### config.mk
export PLATFORM = sky130hd
export DESIGN_NAME = keypad_scanner
export DESIGN_NICKNAME = d
export VERILOG_FILES = /design/src/rtl/keypad_pkg.sv /design/src/rtl/sync_2ff.sv /design/src/rtl/keypad_scanner.sv
export SDC_FILE = /design/constraint.sdc
export NUM_CORES = 1
export LEC_CHECK = 0
export ABC_AREA = 1
export CAP_MARGIN = 20
export CORE_ASPECT_RATIO = 0.75
export CORE_MARGIN = 2
export CORE_UTILIZATION = 59
export DETAILED_ROUTE_END_ITERATION = 8
export PLACE_DENSITY = 0.83
export SLEW_MARGIN = 10
export SYNTH_ARGS = -nofsm -noshare
export SYNTH_HDL_FRONTEND = slang
export SYNTH_SLANG_ARGS = --single-unit
### constraint.sdc
create_clock -name clk -period 3.6 [get_ports clk]
set_clock_uncertainty 0.1 [all_clocks]
set_input_delay 0.54 -clock clk [delete_from_list [all_inputs] [get_ports clk]]
set_output_delay 0.54 -clock clk [all_outputs]
set_load 0.01 [all_outputs]
### src/rtl/keypad_pkg.sv
// Shared types, key map and row-decode helper for the 4x4 keypad scanner.
// Pure declarations: no latency, no flow control.
// Imported by keypad_scanner.
package keypad_pkg;

    typedef enum logic [1:0] {
        SCAN,
        DEBOUNCE,
        HELD,
        RELEASE
    } scan_state_t;

    typedef struct packed {
        logic       vld;
        logic [1:0] idx;
    } row_hit_t;

    // Indexed [row][col].
    localparam logic [3:0] KEYMAP [4][4] = '{
        '{4'h1, 4'h2, 4'h3, 4'hA},
        '{4'h4, 4'h5, 4'h6, 4'hB},
        '{4'h7, 4'h8, 4'h9, 4'hC},
        '{4'hE, 4'h0, 4'hF, 4'hD}
    };

    // Anything other than exactly one low bit (idle or ghosting) is not a hit.
    function automatic row_hit_t onehot_low_idx(input logic [3:0] v);
        row_hit_t h;
        h.vld = 1'b1;
        h.idx = 2'd0;
        case (v)
            4'b1110: h.idx = 2'd0;
            4'b1101: h.idx = 2'd1;
            4'b1011: h.idx = 2'd2;
            4'b0111: h.idx = 2'd3;
            default: h.vld = 1'b0;
        endcase
        return h;
    endfunction

endpackage

### src/rtl/sync_2ff.sv
// Two-flop synchronizer for asynchronous level inputs.
// Latency: 2 clk cycles from d to q.
// No flow control; q resets to RST_VAL.
module sync_2ff #(
    parameter int               WIDTH   = 1,
    parameter logic [WIDTH-1:0] RST_VAL = '0
) (
    input  logic             clk,
    input  logic             rst,
    input  logic [WIDTH-1:0] d,
    output logic [WIDTH-1:0] q
);

    logic [WIDTH-1:0] meta;

    always_ff @(posedge clk or posedge rst) begin
        if (rst) begin
            meta <= RST_VAL;
            q    <= RST_VAL;
        end else begin
            meta <= d;
            q    <= meta;
        end
    end

endmodule

### src/rtl/keypad_scanner.sv
// 4x4 keypad column scanner with press/release debounce and one pulse per press.
// Latency: 2-cycle row sync, accept DEBOUNCE_CYCLES after detection.
// No backpressure: key_valid is a single-cycle pulse, consumer must take it.
module keypad_scanner
    import keypad_pkg::*;
#(
    parameter int SCAN_CYCLES     = 4800,
    parameter int DEBOUNCE_CYCLES = 960000
) (
    input  logic       clk,
    input  logic       reset,
    input  logic [3:0] row_n,
    output logic [3:0] col_n,
    output logic [3:0] key_code,
    output logic       key_valid,
    output logic       key_held
);

    localparam int MAX_CYC = (SCAN_CYCLES > DEBOUNCE_CYCLES) ? SCAN_CYCLES : DEBOUNCE_CYCLES;
    localparam int CW      = $clog2(MAX_CYC) + 1;
    localparam logic [CW-1:0] SCAN_LAST = CW'(SCAN_CYCLES - 1);
    localparam logic [CW-1:0] DEB_LAST  = CW'(DEBOUNCE_CYCLES - 1);

    scan_state_t   state, state_nxt;
    logic [1:0]    col_idx, col_idx_nxt, col_inc;
    logic [1:0]    row_idx, row_idx_nxt;
    logic [CW-1:0] dwell_cnt, dwell_cnt_nxt;
    logic [CW-1:0] deb_cnt, deb_cnt_nxt;
    logic [3:0]    col_n_nxt, key_code_nxt;
    logic          key_valid_nxt, key_held_nxt;
    logic [3:0]    rows_s, latched_pat;
    logic          row_lvl;
    row_hit_t      hit;

    sync_2ff #(
        .WIDTH   (4),
        .RST_VAL (4'b1111)
    ) u_row_sync (
        .clk (clk),
        .rst (reset),
        .d   (row_n),
        .q   (rows_s)
    );

    assign hit         = onehot_low_idx(rows_s);
    assign col_inc     = col_idx + 2'd1;
    assign latched_pat = ~(4'b0001 << row_idx);
    assign row_lvl     = rows_s[row_idx];

    always_ff @(posedge clk or posedge reset) begin
        if (reset) begin
            state     <= SCAN;
            col_idx   <= 2'd0;
            row_idx   <= 2'd0;
            dwell_cnt <= '0;
            deb_cnt   <= '0;
            col_n     <= 4'b1110;
            key_code  <= 4'h0;
            key_valid <= 1'b0;
            key_held  <= 1'b0;
        end else begin
            state     <= state_nxt;
            col_idx   <= col_idx_nxt;
            row_idx   <= row_idx_nxt;
            dwell_cnt <= dwell_cnt_nxt;
            deb_cnt   <= deb_cnt_nxt;
            col_n     <= col_n_nxt;
            key_code  <= key_code_nxt;
            key_valid <= key_valid_nxt;
            key_held  <= key_held_nxt;
        end
    end

    always_comb begin
        state_nxt     = state;
        col_idx_nxt   = col_idx;
        row_idx_nxt   = row_idx;
        dwell_cnt_nxt = dwell_cnt;
        deb_cnt_nxt   = deb_cnt;
        col_n_nxt     = col_n;
        key_code_nxt  = key_code;
        key_valid_nxt = 1'b0;
        key_held_nxt  = key_held;

        case (state)
            SCAN: begin
                if (dwell_cnt == SCAN_LAST) begin
                    dwell_cnt_nxt = '0;
                    if (hit.vld) begin
                        row_idx_nxt = hit.idx;
                        deb_cnt_nxt = '0;
                        state_nxt   = DEBOUNCE;
                    end else begin
                        col_idx_nxt = col_inc;
                        col_n_nxt   = ~(4'b0001 << col_inc);
                    end
                end else begin
                    dwell_cnt_nxt = dwell_cnt + 1'b1;
                end
            end

            DEBOUNCE: begin
                if (rows_s == latched_pat) begin
                    if (deb_cnt == DEB_LAST) begin
                        key_code_nxt  = KEYMAP[row_idx][col_idx];
                        key_valid_nxt = 1'b1;
                        key_held_nxt  = 1'b1;
                        state_nxt     = HELD;
                    end else begin
                        deb_cnt_nxt = deb_cnt + 1'b1;
                    end
                end else begin
                    // Bounce or a second key: abandon and move on to the next column.
                    state_nxt     = SCAN;
                    dwell_cnt_nxt = '0;
                    col_idx_nxt   = col_inc;
                    col_n_nxt     = ~(4'b0001 << col_inc);
                end
            end

            HELD: begin
                if (row_lvl) begin
                    deb_cnt_nxt = '0;
                    state_nxt   = RELEASE;
                end
            end

            RELEASE: begin
                if (!row_lvl) begin
                    state_nxt = HELD;
                end else if (deb_cnt == DEB_LAST) begin
                    key_held_nxt  = 1'b0;
                    state_nxt     = SCAN;
                    col_idx_nxt   = 2'd0;
                    col_n_nxt     = 4'b1110;
                    dwell_cnt_nxt = '0;
                end else begin
                    deb_cnt_nxt = deb_cnt + 1'b1;
                end
            end

            default: state_nxt = SCAN;
        endcase
    end

endmodule
==> flow_summary_export.csv <==
group,metric,value,unit
sta,slew_headroom,55.3,%
floorplan,coreArea,6900,um2
logic_synthesis,syn_nets,633,
drt,drtPass1Iterations,5,
cells_and_area,mostFrequentLayoutCells,"235 x nand2_1, 104 x nor2_1, 55 x dfrtp_1",
power,p_int,1.31,mW
cts,cts_setup_buffers,0,
logic_synthesis,synth_edf_count,0,
sta,hold_viol,0,
sta,finalSetupViolations,0,
placed_design,postPlaceCellArea,4460,um2
cells_and_area,finalNetCount,649,
global_route,grt_max_degree,42,
floorplan,die_h,77.6,um
floorplan,rows,26,
sta,max_freq,359,MHz
placed_design,hpwl,6.79,mm
critical_path,crit_chain,"ha_1 > nand3_2 > nor2_2 > nand3_1 > a21oi_2 > nand3_2 > nand2_1 > nand2_1",
outcome,status,"finished clean",
sta,worstMarginPinSlew,0.668,ns
drt,vias,4058,
cts,h-tree-depth,3,
cts,cts-resized-gates,0,
cts,cts_tree,"done",
power,p_clk_share,52.1,%
logic_synthesis,postSynthCellCount,621,
floorplan,ios,16,
power,powerDensity,350,nW/um2
sta,rsz0062_at_grt,"false",
logic_synthesis,yosys_warnings,0,
power,switching_share,20.9,%
global_route,grt_pass1_wl,17.4,mm
critical_path,ff2ff_path_depth,8,
power,combPwrFrac,2.5,%
power,pwr-share-seq,45.4,%
cts,clk_pin_slew,0.07,ns
hold_path,worstHoldPathCells,0,
cells_and_area,drive_gt1_share,8.41,%
flow_run,max_cap_viol_count,0,
logic_synthesis,yosysSeqAreaShare,39.1,%
power,ir_drop,0.250,mV
cts,cts_sinks,66,
power,p_leak,2.16,nW
floorplan,die_area,7930,um2
critical_path,cp_num_cells,8,
placed_design,pre_cts_slack,0.895,ns
logic_synthesis,yosysTopAreaCell,"dfrtp_1",
critical_path,setup.worst_path.class,"register to register",
logic_synthesis,synth_top_cell_area_share,32.3,%
logic_synthesis,synth_area_leaders,"dfrtp_1 32%, nand2_1 21%, nor2_1 9.2%, dfstp_2 6.8%, nand3_1 6.3%",
cells_and_area,nFillCells,578,
cells_and_area,diodes,0,
cells_and_area,area_growth,11.1,%
critical_path,cp_max_fo,21,
critical_path,cp.arrival,2.93,ns
global_route,antenna_found_initial,0,
critical_path,worstReg2RegEnd,"deb_cnt[8]$_DFFE_PP0P_",
critical_path,r2r-start,"dwell_cnt[0]$_DFFE_PP0P_",
critical_path,setup.worst_path.start_class,"register",
floorplan,start_util,61.8,%
drt,vias_per_cell,5.48,
power,power.total,1.66,mW
critical_path,end_kind,"register",
logic_synthesis,syn_area_per_cell,6.87,um2
drt,routed_wl,9.93,mm
logic_synthesis,ys_seq_elements,66,
drt,drt_iter0_drc,330,
sta,final.min_clock_period,2.79,ns
hold_path,hp-start,"u_row_sync.meta[0]$_DFF_PP1_",
hold_path,hold_path_class,"register to register",
critical_path,path_delay_family,"simple AND/OR/NAND/NOR gates",
critical_path,critical_path_buf_inv_count,0,
sta,drv_slew,0,
global_route,grt_overflow_total,0,
global_route,grt_pass1_vias,3727,
sta,period_share,77.4,%
logic_synthesis,ys_async_sr_fraction,100,%
logic_synthesis,ys.flop_type,"dfrtp_1",
critical_path,reg2reg_slack,0.81,ns
drt,antenna_left,0,
global_route,grt.total_usage,27.8,%
cts,ctsHoldBuffers,0,
placed_design,io_buffers,15,
cts,cts_root_buf,"clkbuf_8",
drt,wl_per_cell,13.4,um
drt,drcViolationCount,0,
floorplan,die_x,102,um
sta,fin_ws,0.814,ns
hold_path,holdPathEnd,"u_row_sync.q[0]$_DFF_PP1_",
cts,clkLatencyLatePin,0.36,ns
placed_design,place_congestion,0.951,
cts,cts.path.max_buffers,2,
cells_and_area,fin_util,68.7,%
sta,fin_setup_tns,0,ns
critical_path,required,3.74,ns
power,p_switching,347,uW
logic_synthesis,synth_area,4260,um2
cts,cts-buffers-inserted,9,
cells_and_area,final_common_cell,"nand2_1",
cells_and_area,final_area,4740,um2
critical_path,critPathSlowestCell,"nand3_2",
critical_path,worst_path_largest_cell_delay,0.51,ns
logic_synthesis,synth_cell_types,39,
==> area by class of cell <==
cell class / count / area [um2] / share of cell area (%)
multi-input combinational: 490 / 2300 / 48.5
inverter: 52 / 203 / 4.28
sequential: 66 / 1670 / 35.1
timing repair buffer: 18 / 173 / 3.64
clock buffer: 10 / 138 / 2.90
clock inverter: 6 / 138 / 2.90
tap: 98 / 123 / 2.59
==> worst max-delay path by stage <==
stage	startpoint	to	slack (ns)
6_report	dwell_cnt[0]$_DFFE_PP0P_	deb_cnt[8]$_DFFE_PP0P_	0.81
5_1_grt	dwell_cnt[0]$_DFFE_PP0P_	deb_cnt[1]$_DFFE_PP0P_	0.49
4_1_cts	dwell_cnt[0]$_DFFE_PP0P_	deb_cnt[8]$_DFFE_PP0P_	0.84
3_5_place_dp	dwell_cnt[0]$_DFFE_PP0P_	deb_cnt[1]$_DFFE_PP0P_	0.90
3_3_place_gp	dwell_cnt[0]$_DFFE_PP0P_	deb_cnt[1]$_DFFE_PP0P_	0.98
2_1_floorplan	reset	col_idx[0]$_DFFE_PP0P_	1.32
==> cell families after synthesis <==
kind of cell | count (synthesis) | synth area share [%]
muxes | 1 | 0.235
adders and majority gates | 6 | 1.76
xor gates and xnor gates | 20 | 4.11
buffers and inverters | 65 | 7.01
DFF | 66 | 39.1
and+or+nand+nor | 431 | 43.2
AOI/OAI and AO/OA | 32 | 4.61
==> state kept, by name, summed over array words and instances (netlist names), 4 cells and up <==
name             count
u_row_sync.q         4
u_row_sync.meta      4
col_n                4
deb_cnt             21
key_code             4
dwell_cnt           21
==> layer usage <==
layer,global-route usage [%],part of all wire (%),vias up
met1,38.1,45,1898
met5,0,0,-
li1,-,-,1992
met2,44.3,46,154
met4,6.40,1.1,0
met3,7.12,7.0,14
==> power by group through the flow <==
stage                     Clock, mW  Combinational, mW  Sequential (mW)
after global routing          0.915             0.0486            0.753
after global placement            0             0.0408            0.767
after floorplan                   0             0.0274            0.766
final                         0.864             0.0423            0.753
after detailed placement          0             0.0426            0.767
after CTS                     0.876             0.0429            0.753
==> synthesized netlist by cell type, types with 2 or more instances <==
cell type and number:
nand3_4 3, buf_4 3, xnor2_1 7, buf_6 4, nor3_1 4, nor2_1 104
nor2_4 2, nand2_2 3, a21oi_1 3, nand3_2 3, o21ai_1 6, nand2_1 235
nand3b_1 5, inv_1 48, xor2_1 13, nand4_1 12, o21ai_0 11, ha_1 6
o21bai_1 3, buf_2 5, nand3_1 54, nor2_2 2, nor3b_1 2, dfrtp_1 55
dfstp_2 11, o21ai_2 4
==> metrics by stage <==
stage	hold slack, ns	cells
6_report	0.257	740
3_5_place_dp	0.250	724
2_1_floorplan	0.245	621
5_1_grt	0.262	740
3_3_place_gp	0.246	724
4_1_cts	0.258	740
Power figures use the tool's default switching activity.
